File: config.mk
export PLATFORM = sky130hd
export DESIGN_NAME = seq_player
export DESIGN_NICKNAME = d
export VERILOG_FILES = /design/src/rtl/seq_player_pkg.sv /design/src/rtl/seq_mem.sv /design/src/rtl/seq_player.sv
export SDC_FILE = /design/constraint.sdc
export NUM_CORES = 1
export LEC_CHECK = 0
export ABC_CLOCK_PERIOD_IN_PS = 4600
export CAP_MARGIN = 20
export CORE_ASPECT_RATIO = 0.7
export CORE_UTILIZATION = 30
export CTS_BUF_LIST = sky130_fd_sc_hd__clkbuf_2
export CTS_CLUSTER_DIAMETER = 40
export DETAILED_ROUTE_END_ITERATION = 16
export PLACE_DENSITY_LB_ADDON = 0.1
export SETUP_SLACK_MARGIN = 0.1
export SLEW_MARGIN = 20
export SYNTH_ARGS = -nofsm -noshare
export SYNTH_HDL_FRONTEND = slang
export SYNTH_SLANG_ARGS = --single-unit
File: constraint.sdc
create_clock -name clk -period 4.6 [get_ports clk]
set_clock_uncertainty 0.15 [all_clocks]
set_input_delay 1.38 -clock clk [delete_from_list [all_inputs] [get_ports clk]]
set_output_delay 1.38 -clock clk [all_outputs]
set_load 0.01 [all_outputs]
File: src/rtl/seq_player_pkg.sv
// Shared types for the note sequencer: event layout, field widths and FSM states.
// Latency: n/a (types and helpers only).
// Backpressure: n/a.
package seq_player_pkg;

    localparam int SEQ_DUR_W = 8;
    localparam int SEQ_CYC_W = 16;
    localparam int SEQ_EV_W  = SEQ_DUR_W + SEQ_CYC_W;

    // Event word: duration in tempo ticks in [23:16], oscillator half-period in [15:0].
    typedef struct packed {
        logic [SEQ_DUR_W-1:0] dur;
        logic [SEQ_CYC_W-1:0] cyc;
    } seq_ev_t;

    typedef enum logic [1:0] {
        ST_IDLE,
        ST_FETCH,
        ST_DECODE,
        ST_PLAY
    } seq_state_t;

    // A zero duration marks the end of the score; the pitch field is don't-care.
    function automatic logic seq_is_end(input seq_ev_t ev);
        return ev.dur == '0;
    endfunction

endpackage

File: src/rtl/seq_mem.sv
// Event store: one write port, one synchronous read port; a same-address read
// returns the data held before the write (read-before-write).
// Latency: read data valid the cycle after rd_addr. Backpressure: none, writes always accepted.
// Ports: clk; wr_en/wr_addr/wr_data write port; rd_addr in, rd_data out (registered).
module seq_mem
    import seq_player_pkg::*;
#(
    parameter int DEPTH_LOG2 = 6,
    parameter int WIDTH      = SEQ_EV_W
) (
    input  logic                  clk,
    input  logic                  wr_en,
    input  logic [DEPTH_LOG2-1:0] wr_addr,
    input  logic [WIDTH-1:0]      wr_data,
    input  logic [DEPTH_LOG2-1:0] rd_addr,
    output logic [WIDTH-1:0]      rd_data
);

    // Contents are deliberately not reset.
    logic [WIDTH-1:0] mem [2**DEPTH_LOG2];

    always_ff @(posedge clk) begin
        if (wr_en) begin
            mem[wr_addr] <= wr_data;
        end
        rd_data <= mem[rd_addr];
    end

endmodule

File: src/rtl/seq_player.sv
// Programmable note sequencer driving cyc/attack for the note oscillator and envelope.
// Latency: start -> FETCH -> DECODE -> note outputs; each note is dur*TICK_DIV clks plus 2 clks fetch overhead.
// Backpressure: none; start ignored while busy, stop aborts from any state and wins over start.
// Ports: clk, rst (async, active high); wr_en/wr_addr/wr_data load events;
//        start/stop/loop_en control; busy, attack, cyc, step_idx outputs.
module seq_player
    import seq_player_pkg::*;
#(
    parameter int DEPTH_LOG2 = 6,
    parameter int TICK_DIV   = 65536
) (
    input  logic                  clk,
    input  logic                  rst,
    input  logic                  wr_en,
    input  logic [DEPTH_LOG2-1:0] wr_addr,
    input  logic [SEQ_EV_W-1:0]   wr_data,
    input  logic                  start,
    input  logic                  stop,
    input  logic                  loop_en,
    output logic                  busy,
    output logic                  attack,
    output logic [SEQ_CYC_W-1:0]  cyc,
    output logic [DEPTH_LOG2-1:0] step_idx
);

    localparam int                    DIV_W     = (TICK_DIV > 2) ? $clog2(TICK_DIV) : 1;
    localparam logic [DIV_W-1:0]      DIV_LAST  = DIV_W'(TICK_DIV - 1);
    localparam logic [DEPTH_LOG2-1:0] ADDR_LAST = '1;

    seq_state_t            state, state_n;
    logic [DEPTH_LOG2-1:0] addr, addr_n;
    // Set when the address rolled over past the last entry; the next decode
    // treats it as an end marker regardless of what address 0 holds.
    logic                  wrap, wrap_n;
    logic [DIV_W-1:0]      div, div_n;
    logic [SEQ_DUR_W-1:0]  rem, rem_n;
    logic                  busy_n, attack_n;
    logic [SEQ_CYC_W-1:0]  cyc_n;
    logic [DEPTH_LOG2-1:0] step_n;

    logic [SEQ_EV_W-1:0]   rd_data;
    seq_ev_t               rd_ev;
    logic                  tick_wrap;

    seq_mem #(
        .DEPTH_LOG2 (DEPTH_LOG2),
        .WIDTH      (SEQ_EV_W)
    ) u_mem (
        .clk     (clk),
        .wr_en   (wr_en),
        .wr_addr (wr_addr),
        .wr_data (wr_data),
        .rd_addr (addr),
        .rd_data (rd_data)
    );

    assign rd_ev     = seq_ev_t'(rd_data);
    assign tick_wrap = (div == DIV_LAST);

    always_ff @(posedge clk or posedge rst) begin
        if (rst) begin
            state    <= ST_IDLE;
            addr     <= '0;
            wrap     <= 1'b0;
            div      <= '0;
            rem      <= '0;
            busy     <= 1'b0;
            attack   <= 1'b0;
            cyc      <= '0;
            step_idx <= '0;
        end else begin
            state    <= state_n;
            addr     <= addr_n;
            wrap     <= wrap_n;
            div      <= div_n;
            rem      <= rem_n;
            busy     <= busy_n;
            attack   <= attack_n;
            cyc      <= cyc_n;
            step_idx <= step_n;
        end
    end

    always_comb begin
        state_n  = state;
        addr_n   = addr;
        wrap_n   = wrap;
        div_n    = div;
        rem_n    = rem;
        busy_n   = busy;
        attack_n = attack;
        cyc_n    = cyc;
        step_n   = step_idx;

        if (stop) begin
            state_n  = ST_IDLE;
            busy_n   = 1'b0;
            attack_n = 1'b0;
            cyc_n    = '0;
        end else begin
            case (state)
                ST_IDLE: begin
                    if (start) begin
                        state_n = ST_FETCH;
                        addr_n  = '0;
                        wrap_n  = 1'b0;
                        div_n   = '0;
                        busy_n  = 1'b1;
                    end
                end

                // Memory read of addr is in flight; data lands for DECODE.
                ST_FETCH: begin
                    state_n = ST_DECODE;
                end

                ST_DECODE: begin
                    if (seq_is_end(rd_ev) || wrap) begin
                        if (loop_en) begin
                            state_n = ST_FETCH;
                            addr_n  = '0;
                            wrap_n  = 1'b0;
                        end else begin
                            state_n  = ST_IDLE;
                            busy_n   = 1'b0;
                            attack_n = 1'b0;
                            cyc_n    = '0;
                        end
                    end else begin
                        // Note parameters are latched here, so later writes to
                        // this address cannot disturb the note in progress.
                        state_n  = ST_PLAY;
                        cyc_n    = rd_ev.cyc;
                        step_n   = addr;
                        rem_n    = rd_ev.dur;
                        div_n    = '0;
                        attack_n = (rd_ev.cyc != '0);
                    end
                end

                ST_PLAY: begin
                    div_n = tick_wrap ? '0 : div + 1'b1;
                    if (tick_wrap) begin
                        attack_n = 1'b0;
                        rem_n    = rem - 1'b1;
                        if (rem == SEQ_DUR_W'(1)) begin
                            state_n = ST_FETCH;
                            addr_n  = addr + 1'b1;
                            if (addr == ADDR_LAST) begin
                                wrap_n = 1'b1;
                            end
                        end
                    end
                end

                default: begin
                    state_n = ST_IDLE;
                end
            endcase
        end
    end

endmodule

==> impl_metrics.tcl <==
set metrics [dict create \
    cellPowerDensity_mw_per_mm2 369 \
    yosys.area.top_type_share_pct 74.0 \
    fin_area_mm2 0.0713 \
    antenna_found_initial 25 \
    path_depth 1 \
    layoutNonFillerInstCount 6545 \
    coreArea_mm2 0.206 \
    ys_top_cells_by_count "edfxtp_1, mux4_2, mux2i_1" \
    synthMuxAreaShare_pct 14.0 \
    drt_iter0_markers 3347 \
    die_h_um 383 \
    path_delay_family "buffers and inverters" \
    cpPeakStageDelay_ns 0.57 \
    fmax_ghz 0.245 \
    dpl_cell_area_mm2 0.0678 \
    synth.most_common_cell "edfxtp_1" \
    drv_slew 0 \
    synth-xor-area-share_pct 0.0281 \
    synth_compound_area_share_pct 4.88 \
    dpl.cell_count 5856 \
    outcome "complete, no violations" \
    p_leak_nw 22.2 \
    final_layout_size_suffix_gt1_share_pct 33.0 \
    synth_seq_area_share_pct 77.0 \
    htree_levels 5 \
    drc 0 \
    slowest_stage "clkdlybuf4s50_1" \
    syn_to_final_growth_pct 14.3 \
    routabilityCongestion 0.803 \
    cp_max_fo 2 \
    setup_viol 0 \
    clkTransAtPathRegs_ns 0.11 \
    syn-num-nets 3055 \
    vias 33303 \
    cts_root_buffer "clkbuf_2" \
    cp-end-kind "output pin" \
    met1_usage_pct 26.7 \
    grt.overflow.total 0 \
    met2_usage_pct 27.3 \
    cts_max_path_buffers 4 \
    min_period_over_period_pct 88.7 \
    seq_area_mm2 0.0480 \
    wl_per_cell_um 30.2 \
    num_rows 139 \
    synth_top_area_cell "edfxtp_1" \
    start_util_pct 30.3 \
    worst_pin_slew_ns 1.15 \
    ir_drop_mv 0.144 \
    cap_viol_max_count 0 \
    multiInputGateArea_mm2 0.0136 \
    synth_top_family_by_area "multiplexers" \
    grt.met3_usage_pct 5.51 \
    grt_max_degree 65 \
    grt_pass1_vias 33834 \
    hold_violations 0 \
    synth_top_flop_cell "edfxtp_1" \
    io_buffers 59 \
    arrival_ns 2.55 \
    worst-path-buf-inv 1 \
    ys_warn_count 0 \
    synthArstFlopShare_pct 3.53 \
    synthCells 3011 \
    synth_edf_count 1536 \
    start_kind "register" \
    die_area_mm2 0.210 \
    synth-adder-area-share_pct 0.160 \
    syn_area_per_cell_um2 20.7 \
    timing.rr.end "u_mem.rd_data[6]" \
    io_pins 60 \
    grt_pass1_wl_um 271000 \
    rrSetupSlack_ns 0.58 \
    n_fill_cell 19407 \
    cts_tree "built" \
    clock_latency_ns 1.60 \
    ant_nets 0 \
    cts_sinks 1617 \
    grt_use_total_pct 18.6 \
    post_synth_num_cell_types 63 \
    slew_headroom_pct 23.5 \
    r2r-start "addr[1]" \
    cts_setup_buffers 0 \
    numCtsBuffers 390 \
    nets 3548 \
    cp_cell_sequence "clkdlybuf4s50_1" \
    cp.required_ns 3.07 \
    wl_um 197000 \
    netlist_area_mm2 0.0624 \
    period_minus_slack_ns 4.08 \
    holdCritPathClass "input pin to async pin" \
    gr-max-usage-layer "met2" \
    ys_seq_elements 1617 \
    place_hpwl_um 126000 \
    design_power_total_mw 26.3 \
    synth_top_cells_by_area "edfxtp_1, mux4_2, mux2i_1, dfrtp_1, a221oi_1" \
    path_class "register to output pin" \
    tns_ns 0 \
    yosys.area_share.simple_pct 2.24 \
    fp.dieW_um 547 \
    utilization_pct 34.7 \
    r2r_cells 8 \
    rsz0062_at_grt "no" \
    viasPerCell 5.09 \
    drtPass1Iterations 6 \
]
## registers in the layout, indices dropped and copies added (netlist names)
| register | count |
|---|---|
| attack | 1 |
| u_mem.rd_data | 24 |
| addr | 6 |
| step_idx | 6 |
| u_mem.mem | 1536 |
| cyc | 16 |
| div | 16 |
| busy | 1 |
| state | 2 |
| wrap | 1 |
| rem | 8 |
## cells by family after synthesis
| logic type | Yosys count |
|---|---|
| AOI/OAI and AO/OA | 413 |
| adders and majority gates | 8 |
| and+or+nand+nor | 282 |
| buffers and inverters | 194 |
| xor gates and xnor gates | 2 |
| DFF | 1617 |
| muxes | 495 |
## final cells by class
class	count	area share, %
diodes	11	0.0386
repair buffers	281	3.90
clock buffers	569	3.99
multi-input cells	1200	19.0
clock inverters	104	0.741
flip-flops and latches	1617	67.4
inverters	14	0.0755
well taps	2749	4.82
## worst max path at each step
stage / from / to / slack [ns]
6_report: step_idx[1] / step_idx[1] / 0.52
5_1_grt: step_idx[1] / step_idx[1] / 0.30
4_1_cts: step_idx[1] / step_idx[1] / 0.24
3_5_place_dp: addr[1] / u_mem.rd_data[6] / 0.53
3_3_place_gp: loop_en / addr[0] / 0.17
2_1_floorplan: wr_addr[5] / u_mem.mem[48][0] / 0.30
## per-stage QoR
stage	hold slack, ns	setup WS [ns]
finish	0.114	0.518
detailed placement	0.334	0.531
global route	0.0144	0.299
floorplan	0.300	0.295
CTS	0.00223	0.237
global placement	0.328	0.168
## what timing repair did
action,in CTS,in global routing
hold buffers,5,0
endpoints found under the hold margin,27,0
gates resized for setup,0,0
## report_power, final
group	internal [mW]	switching [mW]
Combinational	0.187	0.545
Sequential	16.2	0.0894
Clock	3.51	5.79
Total	19.9	6.42
## layer usage
metal	share of wire, %	vias to the layer above
li1	-	13915
met2	44	1320
met4	2.1	2
met1	45	17786
met3	8.7	280
met5	0.0066	-
## cells in the final DEF, fill, tap and decap left out, types with 14 or more instances in the layout
| master | synthesis | final |
|---|---|---|
| a211o_1 | 18 | 18 |
| a21oi_1 | 48 | 48 |
| a221oi_1 | 80 | 80 |
| a22o_1 | 42 | 42 |
| a22oi_1 | 79 | 79 |
| buf_12 | 1 | 50 |
| buf_2 | 25 | 21 |
| buf_4 | 21 | 170 |
| clkbuf_2 | 1 | 569 |
| clkdlybuf4s50_1 | 0 | 35 |
| clkinv_1 | 1 | 80 |
| dfrtp_1 | 57 | 53 |
| dfxtp_1 | 24 | 24 |
| edfxtp_1 | 1536 | 1536 |
| mux2_2 | 25 | 25 |
| mux2i_1 | 170 | 170 |
| mux4_2 | 300 | 300 |
| nand2_1 | 48 | 48 |
| nand2b_1 | 27 | 27 |
| nand3_1 | 19 | 19 |
| nor2_1 | 90 | 26 |
| nor2_2 | 0 | 54 |
| nor3_1 | 25 | 23 |
| o21ai_0 | 49 | 49 |
| o22ai_1 | 33 | 32 |
| or3_1 | 14 | 14 |
(Power assumes the default switching activity.)
